`src/rtl/dac_corr_pkg.sv`:
```
// DAC correction engine shared types and default widths.
// Derived widths here follow the default parameter set.
package dac_corr_pkg;

  localparam int DEF_NUM_CH = 2;
  localparam int DEF_IN_W = 16;
  localparam int DEF_OUT_W = 12;
  localparam int DEF_GAIN_W = 18;
  localparam int DEF_GAIN_FRAC = 16;
  localparam int DEF_OFS_W = 10;

  localparam int SUM_W = DEF_IN_W + 1;
  localparam int PROD_W = DEF_IN_W + DEF_GAIN_W + 2;
  localparam int OUT_MAX = (1 << DEF_OUT_W) - 1;

  typedef enum logic [1:0] {
    IDLE,
    RUN,
    DONE
  } state_e;

endpackage

```
`src/rtl/dac_corr_sat.sv`:
```
// Arithmetic shift of the gain product and clamp
// to the unsigned DAC code range.
module dac_corr_sat
  import dac_corr_pkg::*;
#(
  parameter int P_W = PROD_W,
  parameter int FRAC = DEF_GAIN_FRAC,
  parameter int O_W = DEF_OUT_W
) (
  input  logic signed [P_W-1:0] prod,
  output logic [O_W-1:0]        code,
  output logic                  sat
);

  localparam logic signed [P_W-1:0] MAXV =
    P_W'((1 << O_W) - 1);

  logic signed [P_W-1:0] res;

  always_comb begin
    res = prod >>> FRAC;
    code = res[O_W-1:0];
    sat = 1'b0;
    unique case (1'b1)
      res[P_W-1]: begin
        code = '0;
        sat = 1'b1;
      end
      (res > MAXV): begin
        code = '1;
        sat = 1'b1;
      end
      default: ;
    endcase
  end

endmodule

```
`src/rtl/dac_corr_pipe.sv`:
```
// Per-channel DAC offset/gain correction: one frame
// in, channels issued serially through a shared pipe.
module dac_corr_pipe
  import dac_corr_pkg::*;
#(
  parameter int NUM_CH = DEF_NUM_CH,
  parameter int IN_W = DEF_IN_W,
  parameter int OUT_W = DEF_OUT_W,
  parameter int GAIN_W = DEF_GAIN_W,
  parameter int GAIN_FRAC = DEF_GAIN_FRAC,
  parameter int OFS_W = DEF_OFS_W,
  parameter logic [GAIN_W-1:0] GAIN_RST = 18'h10000,
  parameter logic [OFS_W-1:0] OFS_RST = '0,
  parameter int CH_W = (NUM_CH > 1) ? $clog2(NUM_CH) : 1
) (
  input  logic                    clk,
  input  logic                    rst_n,
  input  logic                    in_valid,
  output logic                    in_ready,
  input  logic [NUM_CH*IN_W-1:0]  in_data,
  output logic                    out_valid,
  input  logic                    out_ready,
  output logic [NUM_CH*OUT_W-1:0] out_data,
  output logic [NUM_CH-1:0]       out_sat,
  input  logic                    cfg_we,
  input  logic [CH_W-1:0]         cfg_ch,
  input  logic [GAIN_W-1:0]       cfg_gain,
  input  logic [OFS_W-1:0]        cfg_ofs
);

  localparam int SW = IN_W + 1;
  localparam int PW = IN_W + GAIN_W + 2;
  localparam logic [CH_W-1:0] LAST = CH_W'(NUM_CH - 1);

  state_e state_q, state_d;
  logic [CH_W-1:0] idx_q, idx_d;
  logic iss_q, iss_d;

  logic [IN_W-1:0] buf_q [NUM_CH];
  logic [IN_W-1:0] buf_d [NUM_CH];
  logic [GAIN_W-1:0] gain_q [NUM_CH];
  logic [GAIN_W-1:0] gain_d [NUM_CH];
  logic [OFS_W-1:0] ofs_q [NUM_CH];
  logic [OFS_W-1:0] ofs_d [NUM_CH];

  logic s1_v_q, s1_v_d;
  logic [CH_W-1:0] s1_ch_q, s1_ch_d;
  logic signed [SW-1:0] s1_sum_q, s1_sum_d;
  logic [GAIN_W-1:0] s1_gain_q, s1_gain_d;

  logic s2_v_q, s2_v_d;
  logic [CH_W-1:0] s2_ch_q, s2_ch_d;
  logic signed [PW-1:0] s2_prod_q, s2_prod_d;

  logic [NUM_CH*OUT_W-1:0] out_data_q, out_data_d;
  logic [NUM_CH-1:0] out_sat_q, out_sat_d;

  logic signed [IN_W-1:0] smp;
  logic signed [OFS_W-1:0] ofs_s;
  logic signed [PW-1:0] mul_a, mul_b;
  logic [OUT_W-1:0] sat_code;
  logic sat_flag;
  logic cfg_ok;

  assign cfg_ok = cfg_we && (32'(cfg_ch) < NUM_CH);
  assign in_ready = (state_q == IDLE);
  assign out_valid = (state_q == DONE);
  assign out_data = out_data_q;
  assign out_sat = out_sat_q;

  dac_corr_sat #(
    .P_W (PW),
    .FRAC(GAIN_FRAC),
    .O_W (OUT_W)
  ) u_sat (
    .prod(s2_prod_q),
    .code(sat_code),
    .sat (sat_flag)
  );

  always_comb begin
    state_d = state_q;
    idx_d = idx_q;
    iss_d = iss_q;
    buf_d = buf_q;
    gain_d = gain_q;
    ofs_d = ofs_q;
    s1_v_d = 1'b0;
    s1_ch_d = s1_ch_q;
    s1_sum_d = s1_sum_q;
    s1_gain_d = s1_gain_q;
    s2_v_d = s1_v_q;
    s2_ch_d = s1_ch_q;
    out_data_d = out_data_q;
    out_sat_d = out_sat_q;
    smp = buf_q[idx_q];
    ofs_s = ofs_q[idx_q];
    mul_a = PW'(s1_sum_q);
    mul_b = PW'({1'b0, s1_gain_q});
    s2_prod_d = mul_a * mul_b;

    // Register reads below see pre-write values.
    if (cfg_ok) begin
      gain_d[cfg_ch] = cfg_gain;
      ofs_d[cfg_ch] = cfg_ofs;
    end

    unique case (state_q)
      IDLE: begin
        if (in_valid) begin
          for (int k = 0; k < NUM_CH; k++) begin
            buf_d[k] = in_data[k*IN_W +: IN_W];
          end
          idx_d = '0;
          iss_d = 1'b1;
          out_sat_d = '0;
          state_d = RUN;
        end
      end
      RUN: begin
        if (iss_q) begin
          s1_v_d = 1'b1;
          s1_ch_d = idx_q;
          s1_sum_d = SW'(smp) + SW'(ofs_s);
          s1_gain_d = gain_q[idx_q];
          if (idx_q == LAST) iss_d = 1'b0;
          else idx_d = idx_q + 1'b1;
        end
        if (s2_v_q && s2_ch_q == LAST) state_d = DONE;
      end
      DONE: begin
        if (out_ready) state_d = IDLE;
      end
      default: state_d = IDLE;
    endcase

    if (s2_v_q) begin
      out_data_d[s2_ch_q*OUT_W +: OUT_W] = sat_code;
      out_sat_d[s2_ch_q] = sat_flag;
    end
  end

  always_ff @(posedge clk or negedge rst_n) begin
    if (!rst_n) begin
      state_q <= IDLE;
      idx_q <= '0;
      iss_q <= 1'b0;
      for (int k = 0; k < NUM_CH; k++) begin
        buf_q[k] <= '0;
        gain_q[k] <= GAIN_RST;
        ofs_q[k] <= OFS_RST;
      end
      s1_v_q <= 1'b0;
      s1_ch_q <= '0;
      s1_sum_q <= '0;
      s1_gain_q <= '0;
      s2_v_q <= 1'b0;
      s2_ch_q <= '0;
      s2_prod_q <= '0;
      out_data_q <= '0;
      out_sat_q <= '0;
    end else begin
      state_q <= state_d;
      idx_q <= idx_d;
      iss_q <= iss_d;
      buf_q <= buf_d;
      gain_q <= gain_d;
      ofs_q <= ofs_d;
      s1_v_q <= s1_v_d;
      s1_ch_q <= s1_ch_d;
      s1_sum_q <= s1_sum_d;
      s1_gain_q <= s1_gain_d;
      s2_v_q <= s2_v_d;
      s2_ch_q <= s2_ch_d;
      s2_prod_q <= s2_prod_d;
      out_data_q <= out_data_d;
      out_sat_q <= out_sat_d;
    end
  end

endmodule

```
`config.mk`:
```
export PLATFORM = sky130hd
export DESIGN_NAME = dac_corr_pipe
export DESIGN_NICKNAME = d
export VERILOG_FILES = /design/src/rtl/dac_corr_pkg.sv /design/src/rtl/dac_corr_sat.sv /design/src/rtl/dac_corr_pipe.sv
export SDC_FILE = /design/constraint.sdc
export NUM_CORES = 1
export LEC_CHECK = 0
export BUFFER_PORTS_ARGS = -buffer_cell sky130_fd_sc_hd__buf_2
export CAP_MARGIN = 20
export CORE_ASPECT_RATIO = 1.25
export CORE_MARGIN = 5
export CORE_UTILIZATION = 45
export CTS_BUF_LIST = sky130_fd_sc_hd__clkbuf_2 sky130_fd_sc_hd__clkbuf_4 sky130_fd_sc_hd__clkbuf_8
export DETAILED_ROUTE_END_ITERATION = 6
export PLACE_DENSITY_LB_ADDON = 0.2
export SLEW_MARGIN = 20
export SYNTH_ARGS = -nofsm -noshare
export SYNTH_HDL_FRONTEND = slang
export SYNTH_HIERARCHICAL = 1
export SYNTH_SLANG_ARGS = --single-unit
```
`constraint.sdc`:
```
create_clock -name clk -period 5.8 [get_ports clk]
set_input_delay 1.16 -clock clk [delete_from_list [all_inputs] [get_ports clk]]
set_output_delay 1.16 -clock clk [all_outputs]
set_load 0.01 [all_outputs]
```
==> flow_metrics.env, run 1 <==
export IMPL_status="complete, but fails checks"
export IMPL_failed_checks="setup timing"
export IMPL_skew_ps=32.7
export IMPL_timing_fmax_ghz=0.171
export IMPL_drt_met1_wl_um=16600
export IMPL_cp_arrival_ps=6200
export IMPL_vias=12555
export IMPL_crit_chain="buf_6, and2_4, fa_1, inv_1, fa_1, fa_1, inv_1, fa_2, fa_1, inv_2, fa_1, inv_2, ha_4, a21o_1, a21o_1, a21oi_4, buf_4, a31oi_2, o211ai_1, a21oi_2, nor3_2, o21ai_1, xor2_1"
export IMPL_io_pins=94
export IMPL_max_stage_delay_ps=540
export IMPL_wl_per_cell_um=17.0
export IMPL_hp_class="flip-flop to flip-flop"
export IMPL_avgSynthCellArea_um2=10.2
export IMPL_wl_met2_um=23300
export IMPL_ant_nets=0
export IMPL_cpMostUsedCell="fa_1"
export IMPL_start_util=0.454
export IMPL_place_ws_ps=-372
export IMPL_die_x_um=188
export IMPL_crit_slowest_cell="fa_1"
export IMPL_synth_cell_area_um2=17800
export IMPL_num_rows=81
export IMPL_worst_setup_path_start_kind="flip-flop"
export IMPL_cp_end_kind="flip-flop"
export IMPL_multi_input_area_um2=12500
export IMPL_port_buffers=93
export IMPL_worst_ep_required_time_ps=6150
export IMPL_diodes=0
export IMPL_layout_setup_ws_ps=-42.4
export IMPL_min_period_ps=5840
export IMPL_cts_sinks=177
export IMPL_r2r_start="s1_gain_q[12]"
export IMPL_hold_viol=0
export IMPL_groute_usage_overall=0.197
export IMPL_top_layer="met4"
export IMPL_yosysWarnings=6
export IMPL_globalRouteOverflowTotal=0
export IMPL_syn_instance_count=1739
export IMPL_clockBufferDepth=2
export IMPL_drive_gt1_frac=0.307
export IMPL_worst_path_buf_inv=6
export IMPL_holdWs_ps=386
export IMPL_die_h_um=232
export IMPL_r2r_slack_ps=-40
export IMPL_viasPerCell=5.08
export IMPL_cts_buffers_inserted=17
export IMPL_crit_type="flip-flop to flip-flop"
export IMPL_die_area_um2=43600
export IMPL_grt_setup_unrepaired="true"
export IMPL_finish_utilization=0.541
export IMPL_final_cells=2470
export IMPL_drc_errors=0
export IMPL_cp_max_fo=6
export IMPL_antenna_found_initial=0
export IMPL_clock_latency_ps=500
export IMPL_cap_violations=0
export IMPL_relSlewSlack=0.416
export IMPL_gp_congestion=0.861
export IMPL_dr_wl_met3_um=830
export IMPL_tritoncts="yes"
export IMPL_core_area_um2=39100
export IMPL_grt_pass1_vias=13697
export IMPL_regArea_um2=4460
export IMPL_path_delay_family="adder cells"
export IMPL_fill_cells=3505
export IMPL_final_max_slew_viol_count=0
export IMPL_syn_nets=2191
export IMPL_clk_pin_slew_ps=90
export IMPL_cts_htree_levels=4
export IMPL_routed_wl_um=41900
export IMPL_dp_hpwl_um=33200
export IMPL_grt_pass1_wl_um=68900
export IMPL_tightest_slew_ps=876
export IMPL_crit_path_start="s1_gain_q[12]"
export IMPL_layout_nets=2412
export IMPL_grt_start_max_net_pins=93
export IMPL_worstHoldStart="s1_ch_q"
export IMPL_cts_root_buf="clkbuf_8"
export IMPL_drt_first_pass_iters=5
export IMPL_post_route_period_util=1.01
export IMPL_final_setup_viol_count=4
export IMPL_place_inst=2389
export IMPL_drt_initial_drc_count=530
export IMPL_syn2layout_area_growth_pct=19.1
==> path summary, 6_finish.rpt <==
check / end / cells after the start
hold / removal: s2_ch_q / 0
min in group asynchronous: out_data[14] / 1
setup reg to reg: s2_prod_q[32] / 23
max in group asynchronous: s1_sum_q[5] / 2
setup / recovery: s2_prod_q[32] / 23
hold reg to reg: s2_ch_q / 0
==> layout make-up <==
type / instances / area share
multi-input cells: 1179 / 0.590
flip-flops and latches: 177 / 0.211
repair buffers: 283 / 0.0977
inverters: 302 / 0.0537
well taps: 498 / 0.0294
clock buffers: 20 / 0.0127
clock inverters: 11 / 0.00585
==> layout by cell type, fill, tap and decap left out, drive strengths merged, types with 40 or more instances in the layout <==
master / instances
a21oi: 40
and2: 150
buf: 283
dfrtp: 175
fa: 240
ha: 146
inv: 306
mux2: 136
nand2: 195
nor2: 42
o21ai: 55
==> per-layer routing <==
layer  vias up  track usage
li1       5883            -
met1      6454        0.234
met2       157        0.368
met3        61       0.0215
met4         0       0.0723
met5         -            0
==> stage by stage <==
stage          TNS, ps  cell area, um2
2_1_floorplan    -2.44           17800
3_3_place_gp     -2350           19600
3_5_place_dp     -3250           19600
4_1_cts          -16.3           20600
5_1_grt          -2130           21200
6_report         -85.6           21200
==> sequential cells by signal (all words and copies together) (netlist names) <==
register	count
gain_q	36
s2_v_q	1
s1_gain_q	18
idx_q	1
s1_ch_q	1
s2_prod_q	20
s1_sum_q	17
state_q	2
s2_ch_q	1
buf_q	32
out_data	24
out_sat	2
iss_q	1
s1_v_q	1
ofs_q	20
==> timing repair <==
action / 4_1_cts / 5_1_grt
pin swaps: 85 / 91
gates cloned: 0 / 0
resized for setup: 97 / 81
setup endpoints to repair: 15 / 15
buffers inserted: 23 / 30
hold buffers: 0 / 0
Power of run 1 is left out: the tool's default activity adds up to more than one toggle a clock period on the data nets, which glitch-free logic cannot reach.
==> run 2, diff against run 1 <==
CORE_ASPECT_RATIO = not set   (was 1.25)
CORE_UTILIZATION = 35   (was 45)
==> run 2 against run 1 <==
Net effect:
- critical path type unchanged
- the flow now finishes without violations
- wire length up 0.38%
- sequential cell count stayed put
- register-to-register slack gained 60 ps
- first-iteration DRC count grew 2.8%
- critical endpoint is now s2_prod_q[30]
- count of clock-buffer cells in the layout fell by 1
- critical path depth stayed put
- global-route usage is 4.2 points lower
- maximum frequency rose by 1.0%
- die area increased by 27%
- worst hold slack worse by 15 ps
- non-clock buffer count shrank 22
==> flow_metrics.env, run 2 (same netlist as run 1, synthesis figures left out) <==
export IMPL_crit_type="flip-flop to flip-flop"
export IMPL_hold_viol=0
export IMPL_worstHoldStart="s1_v_q"
export IMPL_status="completed"
export IMPL_core_area_um2=50200
export IMPL_final_cells=2623
export IMPL_grtUsageMet2=0.278
export IMPL_worst_ep_required_time_ps=6180
export IMPL_grt_start_max_net_pins=70
export IMPL_regMostFlops="gain_q"
export IMPL_io_pins=94
export IMPL_tritoncts="yes"
export IMPL_drc_errors=0
export IMPL_skew_ps=24.3
export IMPL_final_setup_viol_count=0
export IMPL_use_met1=0.203
export IMPL_grt_busiest_layer="met2"
export IMPL_clockBufferDepth=2
export IMPL_vias=12313
export IMPL_whs_endpoint="s2_v_q"
export IMPL_clk_pin_slew_ps=110
export IMPL_cts_buffers_inserted=17
export IMPL_min_period_ps=5780
export IMPL_die_x_um=235
export IMPL_cts_root_buf="clkbuf_8"
export IMPL_cts_htree_levels=4
export IMPL_mostFrequentLayoutCell="inv_1"
export IMPL_relSlewSlack=0.487
export IMPL_antenna_found_initial=0
export IMPL_final_cell_mix="286 x inv_1, 233 x fa_1, 193 x nand2_1"
export IMPL_drt_first_pass_iters=4
export IMPL_gr_usage_met3=0.0184
export IMPL_grt_pass1_vias=13476
export IMPL_post_route_period_util=0.997
export IMPL_drive_gt1_frac=0.281
export IMPL_layout_nets=2390
export IMPL_syn2layout_area_growth_pct=18.8
export IMPL_ant_nets=0
export IMPL_tightest_slew_ps=769
export IMPL_ctsHoldBuffers=0
export IMPL_start_util=0.354
export IMPL_die_area_um2=55400
export IMPL_holdPathStages=0
export IMPL_final_max_slew_viol_count=0
export IMPL_hp_class="flip-flop to flip-flop"
export IMPL_cts_sinks=177
export IMPL_r2r_cells=23
export IMPL_cp_max_fo=6
export IMPL_largest_reg_flops=36
export IMPL_clock_latency_ps=490
export IMPL_grt_setup_unrepaired="true"
export IMPL_r2r_start="s1_sum_q[6]"
export IMPL_r2r_end="s2_prod_q[30]"
export IMPL_port_buffers=93
export IMPL_drt_initial_drc_count=545
export IMPL_worst_setup_path_start_kind="flip-flop"
export IMPL_globalRouteOverflowTotal=0
export IMPL_viasPerCell=4.69
export IMPL_place_inst=2557
export IMPL_routed_wl_um=42100
export IMPL_wl_per_cell_um=16.0
export IMPL_num_rows=82
export IMPL_dp_hpwl_um=33700
export IMPL_groute_usage_overall=0.155
export IMPL_cp_arrival_ps=6170
export IMPL_diodes=0
export IMPL_timing_fmax_ghz=0.173
export IMPL_cap_violations=0
export IMPL_gp_congestion=0.825
export IMPL_die_h_um=235
export IMPL_r2r_slack_ps=20
export IMPL_holdWs_ps=371
export IMPL_cp_end_kind="flip-flop"
export IMPL_grt_pass1_wl_um=70500
-- run 2: layer usage --
metal  share of wire  vias up
met5               0        -
met4           0.016        0
met3           0.018       35
met2            0.52      116
met1            0.44     6316
li1                -     5846
-- run 2: worst max path at each step --
stage	from	endpoint	slack, ps	depth (start not counted)
global route	s1_sum_q[6]	s2_prod_q[33]	-250	22
finish	s1_sum_q[6]	s2_prod_q[30]	20	23
global placement	s1_sum_q[10]	s2_prod_q[35]	-360	20
CTS	s1_sum_q[9]	s2_prod_q[35]	-20	22
detailed placement	s1_sum_q[9]	s2_prod_q[33]	-450	20
floorplan	s1_sum_q[16]	s2_prod_q[30]	-2	21
-- run 2: worst max-delay path: stages (launching register included) --
cell     delay, ps
dfrtp_2        480
buf_6          160
and2_4         150
fa_1           480
inv_1           50
fa_1           460
fa_1           510
inv_1           50
fa_1           490
fa_1           560
inv_2           40
fa_1           490
inv_2           50
ha_4           200
a21o_1         160
a21o_1         190
a21oi_2        160
buf_4          150
a31oi_4        100
o21ai_4         90
o21ai_2         70
a21o_1         230
a41oi_2        220
xnor2_1        150
-- run 2: what timing repair did --
item | in CTS | in global routing
endpoints found under the setup margin | 14 | 13
gates cloned | 1 | 0
buffers inserted | 26 | 7
pin swaps | 69 | 57
resized for setup | 86 | 53
-- run 2: per-stage QoR --
| step | utilization | setup WS, ps | setup TNS [ps] | instance area (um2) |
|---|---|---|---|---|
| final | 0.421 | 16.7 | 0 | 21100 |
| after global placement | 0.395 | -358 | -2650 | 19800 |
| after global routing | 0.421 | -254 | -1670 | 21100 |
| after floorplan | - | -2.44 | -2.44 | 17800 |
| after CTS | 0.415 | -16.4 | -26.1 | 20800 |
| after detailed placement | 0.395 | -452 | -3450 | 19800 |
-- run 2: cell type report --
type	instances	area, um2
Clock buffer	19	255
Clock inverter	13	125
Fill cell	4958	29100
Inverter	302	1140
Multi-Input combinational cell	1179	12300
Sequential cell	177	4460
Tap cell	672	841
Timing Repair Buffer	261	1970
Power of run 2 is left out for the same reason.
